===== config.mk =====
export PLATFORM = sky130hd
export DESIGN_NAME = result_collect_fifo
export DESIGN_NICKNAME = d
export VERILOG_FILES = /design/src/rtl/result_collect_fifo.sv
export SDC_FILE = /design/constraint.sdc
export NUM_CORES = 1
export LEC_CHECK = 0
export ABC_AREA = 1
export BUFFER_PORTS_ARGS = -buffer_cell sky130_fd_sc_hd__buf_4
export CAP_MARGIN = 10
export CORE_ASPECT_RATIO = 1.75
export CORE_MARGIN = 8
export CORE_UTILIZATION = 48
export DETAILED_ROUTE_END_ITERATION = 10
export GPL_ROUTABILITY_DRIVEN = 0
export PLACE_DENSITY = 0.7
export RECOVER_POWER = 25
export SLEW_MARGIN = 0
export SYNTH_ARGS = -nofsm -noshare
export SYNTH_HDL_FRONTEND = slang
export SYNTH_SLANG_ARGS = --single-unit

===== constraint.sdc =====
create_clock -name clk -period 2.4 [get_ports clk]
set_input_delay 0 -clock clk [delete_from_list [all_inputs] [get_ports clk]]
set_output_delay 0 -clock clk [all_outputs]
set_load 0.005 [all_outputs]

===== src/rtl/result_collect_fifo.sv =====
// Result collection FIFO behind the registered adder: captures every valid/y pulse,
// serves it over ready/valid, and counts results dropped while full.
module result_collect_fifo #(
  parameter int W     = 8,
  parameter int DEPTH = 4,
  parameter int CW    = $clog2(DEPTH + 1)
) (
  input  logic          clk,
  input  logic          rst_n,
  input  logic          in_valid,
  input  logic [W-1:0]  in_data,
  output logic          out_valid,
  input  logic          out_ready,
  output logic [W-1:0]  out_data,
  output logic [CW-1:0] count,
  output logic          full,
  output logic          empty,
  output logic          overflow,
  output logic [7:0]    drop_cnt,
  input  logic          clr_ovf
);

  localparam int AW = (DEPTH > 1) ? $clog2(DEPTH) : 1;
  localparam logic [CW-1:0] DEPTH_C = CW'(DEPTH);

  logic [W-1:0]  mem_q [DEPTH];
  logic [W-1:0]  mem_d [DEPTH];
  logic [AW-1:0] wr_ptr_q, wr_ptr_d;
  logic [AW-1:0] rd_ptr_q, rd_ptr_d;
  logic [CW-1:0] count_q, count_d;
  logic          out_valid_q, out_valid_d;
  logic [W-1:0]  out_data_q, out_data_d;
  logic          full_q, full_d;
  logic          empty_q, empty_d;
  logic          overflow_q, overflow_d;
  logic [7:0]    drop_cnt_q, drop_cnt_d;
  logic          push_s, pop_s, drop_s;

  // Next-state logic: handshakes, pointers, occupancy, registered head and drop tracking.
  always_comb begin
    pop_s  = out_valid_q && out_ready;
    push_s = in_valid && ((count_q != DEPTH_C) || pop_s);
    drop_s = in_valid && !push_s;

    for (int i = 0; i < DEPTH; i++) begin
      mem_d[i] = mem_q[i];
    end
    if (push_s) begin
      mem_d[wr_ptr_q] = in_data;
      wr_ptr_d        = wr_ptr_q + AW'(1);
    end else begin
      wr_ptr_d = wr_ptr_q;
    end

    if (pop_s) begin
      rd_ptr_d = rd_ptr_q + AW'(1);
    end else begin
      rd_ptr_d = rd_ptr_q;
    end

    case ({push_s, pop_s})
      2'b10:   count_d = count_q + CW'(1);
      2'b01:   count_d = count_q - CW'(1);
      default: count_d = count_q;
    endcase

    full_d      = (count_d == DEPTH_C);
    empty_d     = (count_d == {CW{1'b0}});
    out_valid_d = !empty_d;

    // The new head may be the entry being written this very edge (empty, or one left and popped).
    if (empty_d) begin
      out_data_d = {W{1'b0}};
    end else if (push_s && (wr_ptr_q == rd_ptr_d)) begin
      out_data_d = in_data;
    end else begin
      out_data_d = mem_q[rd_ptr_d];
    end

    if (drop_s) begin
      overflow_d = 1'b1;
      if (clr_ovf) begin
        drop_cnt_d = 8'd1;
      end else if (drop_cnt_q == 8'd255) begin
        drop_cnt_d = 8'd255;
      end else begin
        drop_cnt_d = drop_cnt_q + 8'd1;
      end
    end else if (clr_ovf) begin
      overflow_d = 1'b0;
      drop_cnt_d = 8'd0;
    end else begin
      overflow_d = overflow_q;
      drop_cnt_d = drop_cnt_q;
    end
  end

  // State registers; reset discards all stored entries.
  always_ff @(posedge clk or negedge rst_n) begin
    if (!rst_n) begin
      for (int i = 0; i < DEPTH; i++) begin
        mem_q[i] <= {W{1'b0}};
      end
      wr_ptr_q    <= {AW{1'b0}};
      rd_ptr_q    <= {AW{1'b0}};
      count_q     <= {CW{1'b0}};
      out_valid_q <= 1'b0;
      out_data_q  <= {W{1'b0}};
      full_q      <= 1'b0;
      empty_q     <= 1'b1;
      overflow_q  <= 1'b0;
      drop_cnt_q  <= 8'd0;
    end else begin
      for (int i = 0; i < DEPTH; i++) begin
        mem_q[i] <= mem_d[i];
      end
      wr_ptr_q    <= wr_ptr_d;
      rd_ptr_q    <= rd_ptr_d;
      count_q     <= count_d;
      out_valid_q <= out_valid_d;
      out_data_q  <= out_data_d;
      full_q      <= full_d;
      empty_q     <= empty_d;
      overflow_q  <= overflow_d;
      drop_cnt_q  <= drop_cnt_d;
    end
  end

  assign out_valid = out_valid_q;
  assign out_data  = out_data_q;
  assign count     = count_q;
  assign full      = full_q;
  assign empty     = empty_q;
  assign overflow  = overflow_q;
  assign drop_cnt  = drop_cnt_q;

endmodule

==> flow_results.org <==
** Place
- In this run the tool buffered the top-level ports with 35 buffer cells.
- Before CTS, the worst setup slack after placement is -0.0580 ns.
- Post-placement cell count :: 478
- Detailed placement finished with a half-perimeter wire length of 4.98 mm.

** Timing
- Setup-violating endpoint count in the final report :: 0
- Number of failing hold endpoints at the final stage :: 0
- The number of pins with negative max-slew slack in the final report came to 0.
- Headroom to the max-slew limit came out at 0.0282.
- Post-route fraction of the period consumed by the critical path :: 0.933
- Final setup slack of the worst path :: 0.160 ns
- Static timing analysis puts the maximum clock frequency at between 400 and 500 MHz.
- In the final timing run, aggregate negative setup slack is 0 ns.
- At the pin with the least slew margin, the transition time is 1.46 ns.
- For the finished layout, the period the worst path requires is 2.24 ns.
- On the final layout, the worst clock skew is 0.00571 ns.

** Finish
- Final #Nets :: 439
- Excluding fillers, the count of instances in the completed layout stands at roughly 500.
- Filler cells :: roughly 600
- In the final layout, the share of cells above drive strength 1 is 0.184.
- The number of antenna diodes in the final layout is 0.
- From synthesis to final layout, the design area changed by 18.6%.

** Global routing
- The via count of the first global-routing pass came to 2594.
- For this run, global-route usage on met1 was measured as 0.173.
- In the global route stage, overall resource usage came out at 0.162.
- Entering global routing, the biggest net connects 60 pins.
- Total gr overflow :: 0
- First-pass GRT wire length :: 12.1 mm
- Number of antenna violations at the first check in global routing :: 0
- Met3 Usage GRT :: 0.0512
- Most Crowded Layer GR :: met2
- Met2 usage :: 0.274

** Clock tree
- Clock Path Buffers :: 2
- Htree depth :: 3
- CTS root buffer :: sky130_fd_sc_hd__clkbuf_8
- TritonCTS built the clock tree.
- The later pin in the worst-skew pair is clocked with a latency of 0.35 ns.
- After clock tree synthesis, the clock-pin slew on the worst setup and hold paths is 0.07 ns.
- Number of buffers created by CTS :: 9
- Clk sink count :: roughly 60

** Run
- Max-cap violations :: 0

** Die
- In this run the count of I/O pins placed on the die edge is 36.
- Effective utilization at floorplan :: 0.497
- The region available for standard cell placement spans a little over 6000 µm².
- From left edge to right edge, the die measures 76.7 µm.
- Y dimension of the die :: 122 µm
- Overall die area :: 9370 µm²
- Number of rows in the core area :: 38

** Setup path
- Worst Setup End Kind :: flop
- Broken down by cell family, the worst path's largest delay share belongs to simple AND/OR/NAND/NOR gates.
- Critical Path Start Type :: flop
- Traced cell by cell, the critical path runs through nor2_2, nand3_2, nand2_4, ha_1, inv_1, fa_2, or2_2, nand4_1, nand3_2, buf_6, inv_1.
- The critical path is of the flop to flop type.
- Required time of the worst setup path :: 2.69 ns
- Arrival @ worst endpoint :: 2.53 ns
- Critical Path Max Stage Delay :: just under 0.4 ns
- The number of buffers and inverters on the critical path is 3.
- The slowest stage of the critical path is the sky130_fd_sc_hd__dfrtp_1 cell.
- Along the worst path, the maximum fanout reaches 5.

** Route
- The detailed router finished its first iteration with 143 violations.
- The first detailed-routing pass took 4 iterations.
- Avg WL per Cell :: 14.0 µm
- In the routed layout, each cell is associated on average with a via count of 5.08.
- Remaining antenna violation count :: 0
- Total number of vias :: 2560
- Post-detailed-routing wire length :: between 7 and 8 mm
- After detailed routing, the number of remaining DRC violations is 0.

** Power
- The share of total power dissipated in combinational logic is 0.469.
- Part of the power in registers :: 0.354
- Switching power as a share of total power :: 0.416
- Fraction of power consumed by the clock network :: 0.177
- The internal power of the cells totals 2.68 mW.
- Across the VDD grid, the largest voltage drop is ~600 µV.
- Leakage component of the power :: just under 2 nW
- Post-layout total power :: 4.58 mW
- Power per Cell Area :: 1250 nW/µm²
- Summed over all nets, the switching power comes to 1.91 mW.

** Synthesis
- Largest area contributor in the netlist :: sky130_fd_sc_hd__dfrtp_1
- The cell count after synthesis came out at 368.
- Number of nets produced by synthesis :: just under 400
- Summed instance area of the synthesized netlist :: a little over 3000 µm²
- Netlist cell types :: 29
- Among all flip-flop cells after synthesis, the most frequent one is sky130_fd_sc_hd__dfrtp_1.
- The average instance in the mapped netlist occupies 8.41 µm².
- After synthesis the netlist holds a flip-flop and latch count of 59.
- Of the synthesized area, sequential elements account for 0.478.
- By area the synthesized netlist is led by sky130_fd_sc_hd__dfrtp_1, sky130_fd_sc_hd__nand2_1, sky130_fd_sc_hd__nand3_1.
- During synthesis, Yosys emitted a total of 0 warnings.
- In this run, synthesis inferred 0 flip-flops with an integrated enable.
- Of the post-synthesis cell area, the dominant cell type holds 0.469.
- Of all flip-flops after synthesis, the portion carrying an async set or reset was 1.00.

** Worst hold path
- Class of the tightest hold or removal check :: primary input to flop

** Status
- Result of the run :: finished clean
-- cells in the mapped netlist, types with 2 or more instances --
master / n
sky130_fd_sc_hd__nand2_1: 95
sky130_fd_sc_hd__dfrtp_1: 58
sky130_fd_sc_hd__inv_1: 47
sky130_fd_sc_hd__nand3_1: 38
sky130_fd_sc_hd__o21ai_0: 34
sky130_fd_sc_hd__nor2_1: 24
sky130_fd_sc_hd__nand3b_1: 16
sky130_fd_sc_hd__nand2_4: 8
sky130_fd_sc_hd__buf_6: 6
sky130_fd_sc_hd__ha_1: 6
sky130_fd_sc_hd__nand4_1: 6
sky130_fd_sc_hd__o21ai_1: 6
sky130_fd_sc_hd__nand2_2: 4
sky130_fd_sc_hd__clkbuf_8: 2
sky130_fd_sc_hd__nor3_1: 2
sky130_fd_sc_hd__o22ai_1: 2
sky130_fd_sc_hd__or2_2: 2
-- state kept, by name (all words and copies together) (netlist names) --
name       count
wr_ptr_q       2
drop_cnt       8
out_valid      1
mem_q         32
full           1
count          3
out_data       8
overflow       1
empty          1
rd_ptr_q       2
-- timing repair --
item / in CTS / in global routing
cloned: 0 / 1
hold buffers: 7 / 0
pin swaps: 0 / 7
gates resized for setup: 1 / 6
setup buffers: 0 / 2
endpoints found under the hold margin: 68 / 0
endpoints found under the setup margin: 8 / 10
-- power groups by stage --
stage                     combinational [mW]  clock [mW]  sequential (mW)
after floorplan                         1.55           0             1.61
after global placement                  2.00           0             1.63
after detailed placement                2.05           0             1.64
after CTS                               2.08       0.824             1.62
after global routing                    2.49       0.877             1.67
final                                   2.15       0.810             1.62
-- worst register-to-register path: stages, from the launching register on --
cell,delay [ns]
sky130_fd_sc_hd__dfrtp_1,0.39
sky130_fd_sc_hd__nor2_2,0.15
sky130_fd_sc_hd__nand3_2,0.10
sky130_fd_sc_hd__nand2_4,0.07
sky130_fd_sc_hd__ha_1,0.14
sky130_fd_sc_hd__inv_1,0.07
sky130_fd_sc_hd__fa_2,0.35
sky130_fd_sc_hd__or2_2,0.31
sky130_fd_sc_hd__nand4_1,0.22
sky130_fd_sc_hd__nand3_2,0.18
sky130_fd_sc_hd__buf_6,0.16
sky130_fd_sc_hd__inv_1,0.04
-- placed cells by master, fill, tap and decap left out, types with 7 or more instances in the layout --
master,instances
sky130_fd_sc_hd__nand3_1,37
sky130_fd_sc_hd__dfrtp_1,58
sky130_fd_sc_hd__o21ai_0,33
sky130_fd_sc_hd__nand2_1,95
sky130_fd_sc_hd__nor2_1,22
sky130_fd_sc_hd__o21ai_1,7
sky130_fd_sc_hd__clkbuf_8,11
sky130_fd_sc_hd__clkbuf_4,7
sky130_fd_sc_hd__dlygate4sd3_1,7
sky130_fd_sc_hd__nand3b_1,16
sky130_fd_sc_hd__nand2_4,8
sky130_fd_sc_hd__buf_4,28
sky130_fd_sc_hd__inv_1,47
-- cells by family after synthesis --
family,after synthesis,synth area share
simple gates,199,0.320
compound gates,45,0.0752
buf+inv,56,0.0906
fa+ha+maj,7,0.0307
flops,59,0.478
xor+xnor,2,0.00566
-- stage by stage --
step                      area (µm²)  hold slack [ns]  utilization
after global routing            3670           0.0188        0.589
final                           3670          0.00848        0.589
after floorplan                 3090           -0.296            -
after global placement          3380            0.113        0.543
after detailed placement        3380            0.113        0.543
after CTS                       3640          0.00687        0.584
-- worst paths after layout --
check | endpoint | cells after the start | start | slack (ns)
worst max-delay path | empty$_DFF_PN1_ | 11 | count[0]$_DFF_PN0_ | 0.16
worst min-delay path | mem_q[23]$_DFFE_PN0P_ | 3 | in_data[7] | 0.008
worst max register to register | empty$_DFF_PN1_ | 11 | count[0]$_DFF_PN0_ | 0.16
worst min register to register | mem_q[2]$_DFFE_PN0P_ | 2 | mem_q[2]$_DFFE_PN0P_ | 0.48
max in group asynchronous | mem_q[13]$_DFFE_PN0P_ | 2 | rst_n | 0.98
min in group asynchronous | rd_ptr_q[0]$_DFF_PN0_ | 2 | rst_n | 0.53
-- routing by layer --
metal / vias to the layer above / part of all wire
li1: 1285 / -
met1: 1192 / 0.40
met2: 67 / 0.51
met3: 16 / 0.058
met4: 0 / 0.029
met5: - / 0
-- area by class of cell --
cell class / count / area [µm²] / area share
flip-flops and latches: 59 / 1480 / 0.403
multi-input cells: 254 / 1370 / 0.372
repair buffers: 47 / 360 / 0.0982
inverters: 48 / 185 / 0.0505
clock buffers: 11 / 151 / 0.0413
well taps: 80 / 100 / 0.0273
clock inverters: 5 / 27.5 / 0.00750
Note: power is estimated with default switching activity, not from simulation.
